<file path="src/rtl/bus_controller_if.sv">
// Handshake, slave-status and datapath-control bundle for bus_controller.
// master: the controller's view; slave: the masters/datapath side driving requests and status.
interface bus_controller_if;
  logic       req1, req2;
  logic       write1, write2;
  logic       rdyout;
  logic [1:0] respout;
  logic       sel1, sel2, sel3, sel4;
  logic       mux1, mux2;
  logic       Aout, Dout;
  logic       gnt1, gnt2;
  logic       done1, done2;
  logic       err1, err2;
  logic       busy;

  modport master (
    input  req1, req2, write1, write2, rdyout, respout,
    output sel1, sel2, sel3, sel4, mux1, mux2, Aout, Dout,
           gnt1, gnt2, done1, done2, err1, err2, busy
  );

  modport slave (
    output req1, req2, write1, write2, rdyout, respout,
    input  sel1, sel2, sel3, sel4, mux1, mux2, Aout, Dout,
           gnt1, gnt2, done1, done2, err1, err2, busy
  );
endinterface

</file>
<file path="src/rtl/bus_controller.sv">
// Round-robin two-master sequencer: ADDR -> [WDATA] -> XFER -> DONE per granted transfer.
// Optional XFER timeout is enabled by defining BUS_TIMEOUT_EN (limit = TIMEOUT_CYCLES).
module bus_controller #(
  parameter int unsigned TIMEOUT_CYCLES = 15
) (
  input  logic             clk,
  input  logic             rst,
  bus_controller_if.master bus
);

  typedef enum logic [2:0] {
    IDLE  = 3'd0,
    ADDR  = 3'd1,
    WDATA = 3'd2,
    XFER  = 3'd3,
    DONE  = 3'd4
  } state_t;

  state_t state_q, state_d;
  // owner/last: 0 = master 1, 1 = master 2
  logic   owner_q, owner_d;
  logic   wr_q, wr_d;
  logic   err_q, err_d;
  logic   last_q, last_d;
  logic   win;
  logic   timeout_c;

  logic sel1_d, sel2_d, sel3_d, sel4_d;
  logic mux1_d, mux2_d, aout_d, dout_d;
  logic gnt1_d, gnt2_d, done1_d, done2_d, err1_d, err2_d, busy_d;

  // TIMEOUT_CYCLES must be >= 1; a zero value leaves this guard block as the only trace.
  if (TIMEOUT_CYCLES == 0) begin : g_bad_timeout
  end

`ifdef BUS_TIMEOUT_EN
  localparam int unsigned CNT_W = $clog2(TIMEOUT_CYCLES + 1);
  logic [CNT_W-1:0] wait_cnt;

  // Wait counter is zero outside XFER, so it is clear on every XFER entry.
  always_ff @(posedge clk or posedge rst) begin
    if (rst)                    wait_cnt <= '0;
    else if (state_q != XFER)   wait_cnt <= '0;
    else if (!bus.rdyout)       wait_cnt <= wait_cnt + CNT_W'(1);
  end

  assign timeout_c = (state_q == XFER) && !bus.rdyout &&
                     (wait_cnt == CNT_W'(TIMEOUT_CYCLES - 1));
`else
  assign timeout_c = 1'b0;
`endif

  // State and output registers.
  always_ff @(posedge clk or posedge rst) begin
    if (rst) begin
      state_q   <= IDLE;
      owner_q   <= 1'b0;
      wr_q      <= 1'b0;
      err_q     <= 1'b0;
      last_q    <= 1'b1;
      bus.sel1  <= 1'b0;
      bus.sel2  <= 1'b0;
      bus.sel3  <= 1'b0;
      bus.sel4  <= 1'b0;
      bus.mux1  <= 1'b0;
      bus.mux2  <= 1'b0;
      bus.Aout  <= 1'b0;
      bus.Dout  <= 1'b0;
      bus.gnt1  <= 1'b0;
      bus.gnt2  <= 1'b0;
      bus.done1 <= 1'b0;
      bus.done2 <= 1'b0;
      bus.err1  <= 1'b0;
      bus.err2  <= 1'b0;
      bus.busy  <= 1'b0;
    end else begin
      state_q   <= state_d;
      owner_q   <= owner_d;
      wr_q      <= wr_d;
      err_q     <= err_d;
      last_q    <= last_d;
      bus.sel1  <= sel1_d;
      bus.sel2  <= sel2_d;
      bus.sel3  <= sel3_d;
      bus.sel4  <= sel4_d;
      bus.mux1  <= mux1_d;
      bus.mux2  <= mux2_d;
      bus.Aout  <= aout_d;
      bus.Dout  <= dout_d;
      bus.gnt1  <= gnt1_d;
      bus.gnt2  <= gnt2_d;
      bus.done1 <= done1_d;
      bus.done2 <= done2_d;
      bus.err1  <= err1_d;
      bus.err2  <= err2_d;
      bus.busy  <= busy_d;
    end
  end

  // Next-state, arbitration and per-transfer context.
  always_comb begin
    state_d = state_q;
    owner_d = owner_q;
    wr_d    = wr_q;
    err_d   = err_q;
    last_d  = last_q;
    win     = (bus.req1 && bus.req2) ? !last_q : bus.req2;
    unique case (state_q)
      IDLE: begin
        if (bus.req1 || bus.req2) begin
          owner_d = win;
          wr_d    = win ? bus.write2 : bus.write1;
          err_d   = 1'b0;
          state_d = ADDR;
        end
      end
      ADDR:  state_d = wr_q ? WDATA : XFER;
      WDATA: state_d = XFER;
      XFER: begin
        if (bus.rdyout) begin
          err_d   = (bus.respout == 2'b01);
          state_d = DONE;
        end else if (timeout_c) begin
          err_d   = 1'b1;
          state_d = DONE;
        end
      end
      DONE: begin
        last_d  = owner_q;
        state_d = IDLE;
      end
      default: state_d = IDLE;
    endcase
  end

  // Output decode from the upcoming state so the registered outputs line up with it.
  always_comb begin
    sel1_d  = 1'b0;
    sel2_d  = 1'b0;
    sel3_d  = 1'b0;
    sel4_d  = 1'b0;
    mux1_d  = 1'b0;
    mux2_d  = 1'b0;
    aout_d  = 1'b0;
    dout_d  = 1'b0;
    done1_d = 1'b0;
    done2_d = 1'b0;
    err1_d  = 1'b0;
    err2_d  = 1'b0;
    unique case (state_d)
      ADDR: begin
        sel1_d = !owner_d;
        sel2_d = owner_d;
        mux1_d = owner_d;
      end
      WDATA: begin
        sel3_d = !owner_d;
        sel4_d = owner_d;
        mux1_d = owner_d;
        mux2_d = owner_d;
        aout_d = 1'b1;
      end
      XFER: begin
        mux1_d = owner_d;
        mux2_d = owner_d && wr_d;
        aout_d = 1'b1;
        dout_d = wr_d;
      end
      DONE: begin
        done1_d = !owner_d;
        done2_d = owner_d;
        err1_d  = !owner_d && err_d;
        err2_d  = owner_d && err_d;
      end
      default: ;
    endcase
    busy_d = (state_d != IDLE);
    gnt1_d = busy_d && !owner_d;
    gnt2_d = busy_d && owner_d;
  end

endmodule

</file>
<file path="src/flat_wrapper.sv">
// flat-port wrapper written by rule: the top's interface ports become plain ports
module bus_controller_flat 
#(
  parameter int unsigned TIMEOUT_CYCLES = 15
)
  (clk, rst, bus_req1, bus_req2, bus_write1, bus_write2, bus_rdyout, bus_respout, bus_sel1, bus_sel2, bus_sel3, bus_sel4, bus_mux1, bus_mux2, bus_Aout, bus_Dout, bus_gnt1, bus_gnt2, bus_done1, bus_done2, bus_err1, bus_err2, bus_busy);
  bus_controller_if bus_i ();
  input  logic clk;
  input  logic rst;
  input wire logic [$bits(bus_i.req1)-1:0] bus_req1;
  input wire logic [$bits(bus_i.req2)-1:0] bus_req2;
  input wire logic [$bits(bus_i.write1)-1:0] bus_write1;
  input wire logic [$bits(bus_i.write2)-1:0] bus_write2;
  input wire logic [$bits(bus_i.rdyout)-1:0] bus_rdyout;
  input wire logic [$bits(bus_i.respout)-1:0] bus_respout;
  output wire logic [$bits(bus_i.sel1)-1:0] bus_sel1;
  output wire logic [$bits(bus_i.sel2)-1:0] bus_sel2;
  output wire logic [$bits(bus_i.sel3)-1:0] bus_sel3;
  output wire logic [$bits(bus_i.sel4)-1:0] bus_sel4;
  output wire logic [$bits(bus_i.mux1)-1:0] bus_mux1;
  output wire logic [$bits(bus_i.mux2)-1:0] bus_mux2;
  output wire logic [$bits(bus_i.Aout)-1:0] bus_Aout;
  output wire logic [$bits(bus_i.Dout)-1:0] bus_Dout;
  output wire logic [$bits(bus_i.gnt1)-1:0] bus_gnt1;
  output wire logic [$bits(bus_i.gnt2)-1:0] bus_gnt2;
  output wire logic [$bits(bus_i.done1)-1:0] bus_done1;
  output wire logic [$bits(bus_i.done2)-1:0] bus_done2;
  output wire logic [$bits(bus_i.err1)-1:0] bus_err1;
  output wire logic [$bits(bus_i.err2)-1:0] bus_err2;
  output wire logic [$bits(bus_i.busy)-1:0] bus_busy;
  assign bus_i.req1 = bus_req1;
  assign bus_i.req2 = bus_req2;
  assign bus_i.write1 = bus_write1;
  assign bus_i.write2 = bus_write2;
  assign bus_i.rdyout = bus_rdyout;
  assign bus_i.respout = bus_respout;
  assign bus_sel1 = bus_i.sel1;
  assign bus_sel2 = bus_i.sel2;
  assign bus_sel3 = bus_i.sel3;
  assign bus_sel4 = bus_i.sel4;
  assign bus_mux1 = bus_i.mux1;
  assign bus_mux2 = bus_i.mux2;
  assign bus_Aout = bus_i.Aout;
  assign bus_Dout = bus_i.Dout;
  assign bus_gnt1 = bus_i.gnt1;
  assign bus_gnt2 = bus_i.gnt2;
  assign bus_done1 = bus_i.done1;
  assign bus_done2 = bus_i.done2;
  assign bus_err1 = bus_i.err1;
  assign bus_err2 = bus_i.err2;
  assign bus_busy = bus_i.busy;
  bus_controller #(.TIMEOUT_CYCLES(TIMEOUT_CYCLES)) u_core (.clk(clk), .rst(rst), .bus(bus_i));
endmodule
</file>
<file path="config.mk">
export PLATFORM = sky130hd
export DESIGN_NAME = bus_controller_flat
export DESIGN_NICKNAME = d
export VERILOG_FILES = /design/src/rtl/bus_controller_if.sv /design/src/rtl/bus_controller.sv /design/src/flat_wrapper.sv
export SDC_FILE = /design/constraint.sdc
export NUM_CORES = 1
export LEC_CHECK = 0
export ABC_CLOCK_PERIOD_IN_PS = 1340
export BUFFER_PORTS_ARGS = -buffer_cell sky130_fd_sc_hd__buf_2
export CAP_MARGIN = 15
export CORE_MARGIN = 8
export CORE_UTILIZATION = 43
export DETAILED_ROUTE_END_ITERATION = 7
export GPL_TIMING_DRIVEN = 0
export PLACE_DENSITY_LB_ADDON = 0.05
export SYNTH_ARGS = -nofsm -noshare
export SYNTH_HDL_FRONTEND = slang
export SYNTH_SLANG_ARGS = --single-unit
</file>
<file path="constraint.sdc">
create_clock -name clk -period 1.34 [get_ports clk]
set_input_delay 0.067 -clock clk [delete_from_list [all_inputs] [get_ports clk]]
set_output_delay 0.067 -clock clk [all_outputs]
set_load 0.1 [all_outputs]
</file>
==> impl_metrics.csv <==
group,metric,value,unit
critical_path,crit_arrival,1520,ps
timing,finalSetupViolCount,0,
hold_path,hold_class,"in -> reg",
critical_path,critPathLaunch,"u_core.state_q[2]$_DFF_PP0_",
clocking,clkTransAtPathRegs,110,ps
critical_path,cp-end-kind,"flip-flop",
clocking,numCtsBuffers,3,
hold_path,hold_start,"bus_req1",
global_route,grt_pass1_wl,2518,microns
clocking,cts.path.max_buffers,2,
drt,drt_iter0_drc,5,
synth,ys_warn_count,0,
drt,drc,0,
timing,fmax,773.1,MHz
layout,instances_no_fill,124,
floorplan,die_w,59.56,microns
synth,ys_seq_elements,21,
synth,syn-num-nets,76,
floorplan,core,0.001764,sq mm
drt,avgRoutedWirePerCell,12.01,microns
clocking,cts_tree,"built",
timing,fin_crit_sh,96.54,%
layout,largest_register_ffs,3,
clocking,htree_levels,1,
floorplan,placementRows,15,
timing,hold_viol,0,
synth,postSynthCellCount,67,
clocking,cts_root_buf,"clkbuf_4",
global_route,grt.overflow.total,0,
critical_path,crit_required,1560,ps
critical_path,r2r_start,"u_core.state_q[2]$_DFF_PP0_",
drt,vias,565,
clocking,clkLatencyLatePin,290,ps
global_route,grt_pass1_vias,560,
drt,via_per_inst,4.556,
critical_path,cp_max_fo,7,
synth,yosysSeqAreaShare,64.57,%
placement,place_hpwl,1102,microns
timing,max_slew.worst_pin.slew,778.0,ps
timing,min_period,1294,ps
timing,final_max_slew_viol_count,0,
run,drv_cap,0,
drt,first_pass_iters,4,
critical_path,critPathKind,"reg -> reg",
synth,netlist_area,815.8,sq um
global_route,grt_antenna_before_repair,0,
global_route,track_usage,9.290,%
floorplan,die_h,59.56,microns
timing,skew,3.307,ps
synth,avgSynthCellArea,12.18,sq um
placement,placed_cells,115,
timing,grt_setup_unrepaired,"true",
layout,area_growth_syn_to_layout,26.84,%
clocking,clkSinkCount,21,
floorplan,start_util,46.24,%
drt,drt-total-wl,1489,microns
layout,finalNetCount,109,
drt,ant_nets,0,
floorplan,dieArea,0.003547,sq mm
critical_path,start_kind,"flip-flop",
synth,ys_types,25,
layout,regMostFlops,"u_core.state_q",
floorplan,io_pins,24,
global_route,grt_max_degree,22,
placement,port_buffers,23,
layout,num_antenna_cells,0,
layout,drive_above_1_share,41.41,%
timing,slew-limit-headroom,48.07,%
outcome,run_status,"finished, final reports clean",
placement,routabilityCongestion,0.7845,
-- kinds of logic (layout without fill, tap and decap cells) --
| logic type | Yosys count | after routing | share of synthesized area [%] |
|---|---|---|---|
| AOI/OAI and AO/OA | 12 | 12 | 10.43 |
| muxes | 3 | 3 | 3.988 |
| and+or+nand+nor | 25 | 25 | 17.33 |
| buffers and inverters | 6 | 38 | 3.681 |
| DFF | 21 | 21 | 64.57 |
-- per-stage QoR --
stage	util [%]	setup TNS, ps	hold WS [ps]	area [sq um]	setup slack (ps)
global route	58.65	-82.52	49.89	1035	-23.03
detailed placement	54.54	0	244.3	962.2	1.056
finish	58.65	0	46.43	1035	46.43
global placement	54.54	0	234.4	962.2	13.54
floorplan	-	0	42.79	815.8	68.13
CTS	57.80	0	45.83	1020	3.133
-- final timing paths --
check	end	slack, ps	cells after the start
hold reg to reg	u_core.state_q[0]$_DFF_PP0_	530	1
setup / recovery	u_core.bus.err1$_DFF_PP0_	50	4
hold / removal	u_core.bus.gnt1$_DFF_PP0_	50	3
max in group asynchronous	u_core.state_q[0]$_DFF_PP0_	360	3
setup reg to reg	u_core.bus.err1$_DFF_PP0_	50	4
min in group asynchronous	u_core.bus.Dout$_DFF_PP0_	450	3
-- Yosys cell counts --
library cell	n	area [sq um]
dfrtp_1	20	500.5
nor2_1	7	26.28
inv_1	5	18.77
nand2_1	5	18.77
o21ai_0	4	20.02
a211oi_1	3	22.52
nor3_1	3	15.01
a21oi_1	2	10.01
mux2_2	2	22.52
a21boi_0	1	7.510
a21o_2	1	8.760
and2_1	1	6.260
and2_2	1	7.510
and3_1	1	6.260
and4_1	1	8.760
and4b_1	1	10.01
buf_6	1	11.26
dfstp_2	1	26.28
mux2i_1	1	10.01
nand3_1	1	5.000
nand3b_1	1	7.510
nor2b_1	1	6.260
nor3b_2	1	12.51
o21ai_4	1	16.27
or3_4	1	11.26
-- placed cells by master (no fill, tap or decap), types with 2 or more instances in the layout --
cell           Yosys  final
mux2_2             2      2
o21ai_0            4      3
buf_4              0      3
nand2_1            5      5
dfrtp_2            0      2
nor2_1             7      7
dfrtp_1           20     18
buf_2              0     23
clkbuf_4           0      3
inv_1              5      5
nor3_1             3      3
dlygate4sd3_1      0      2
a21oi_1            2      2
a211oi_1           3      3
-- final cells by class --
class	instances	area [sq um]
inverter	5	18.77
buffer	1	11.26
clock inverter	1	5.005
multi-input combinational	40	259.0
tap	25	31.28
timing repair buffer	28	157.7
fill	180	729.5
sequential	21	529.3
clock buffer	3	22.52
-- critical path, cell delays in order (launching register included) --
cell     delay [ps]
dfrtp_1         390
buf_6           130
or3_4           340
o21ai_4         190
nor3b_2         180
-- what timing repair did --
item / in CTS / in global routing
hold buffers: 2 / 0
pin swaps: 2 / 1
setup buffers: 1 / 2
gates resized for setup: 2 / 1
hold endpoints to repair: 21 / 0
endpoints found under the setup margin: 1 / 6
-- layer usage --
metal  track usage, %  vias up  wire [microns]
li1                 -      294               -
met2            13.10       13             671
met4            4.082        0               0
met3            3.254        0             111
met5                0        -               0
met1            12.34      258             705
Power is left out: the tool's default activity adds up to more than one toggle a clock period on the data nets, which glitch-free logic cannot reach.
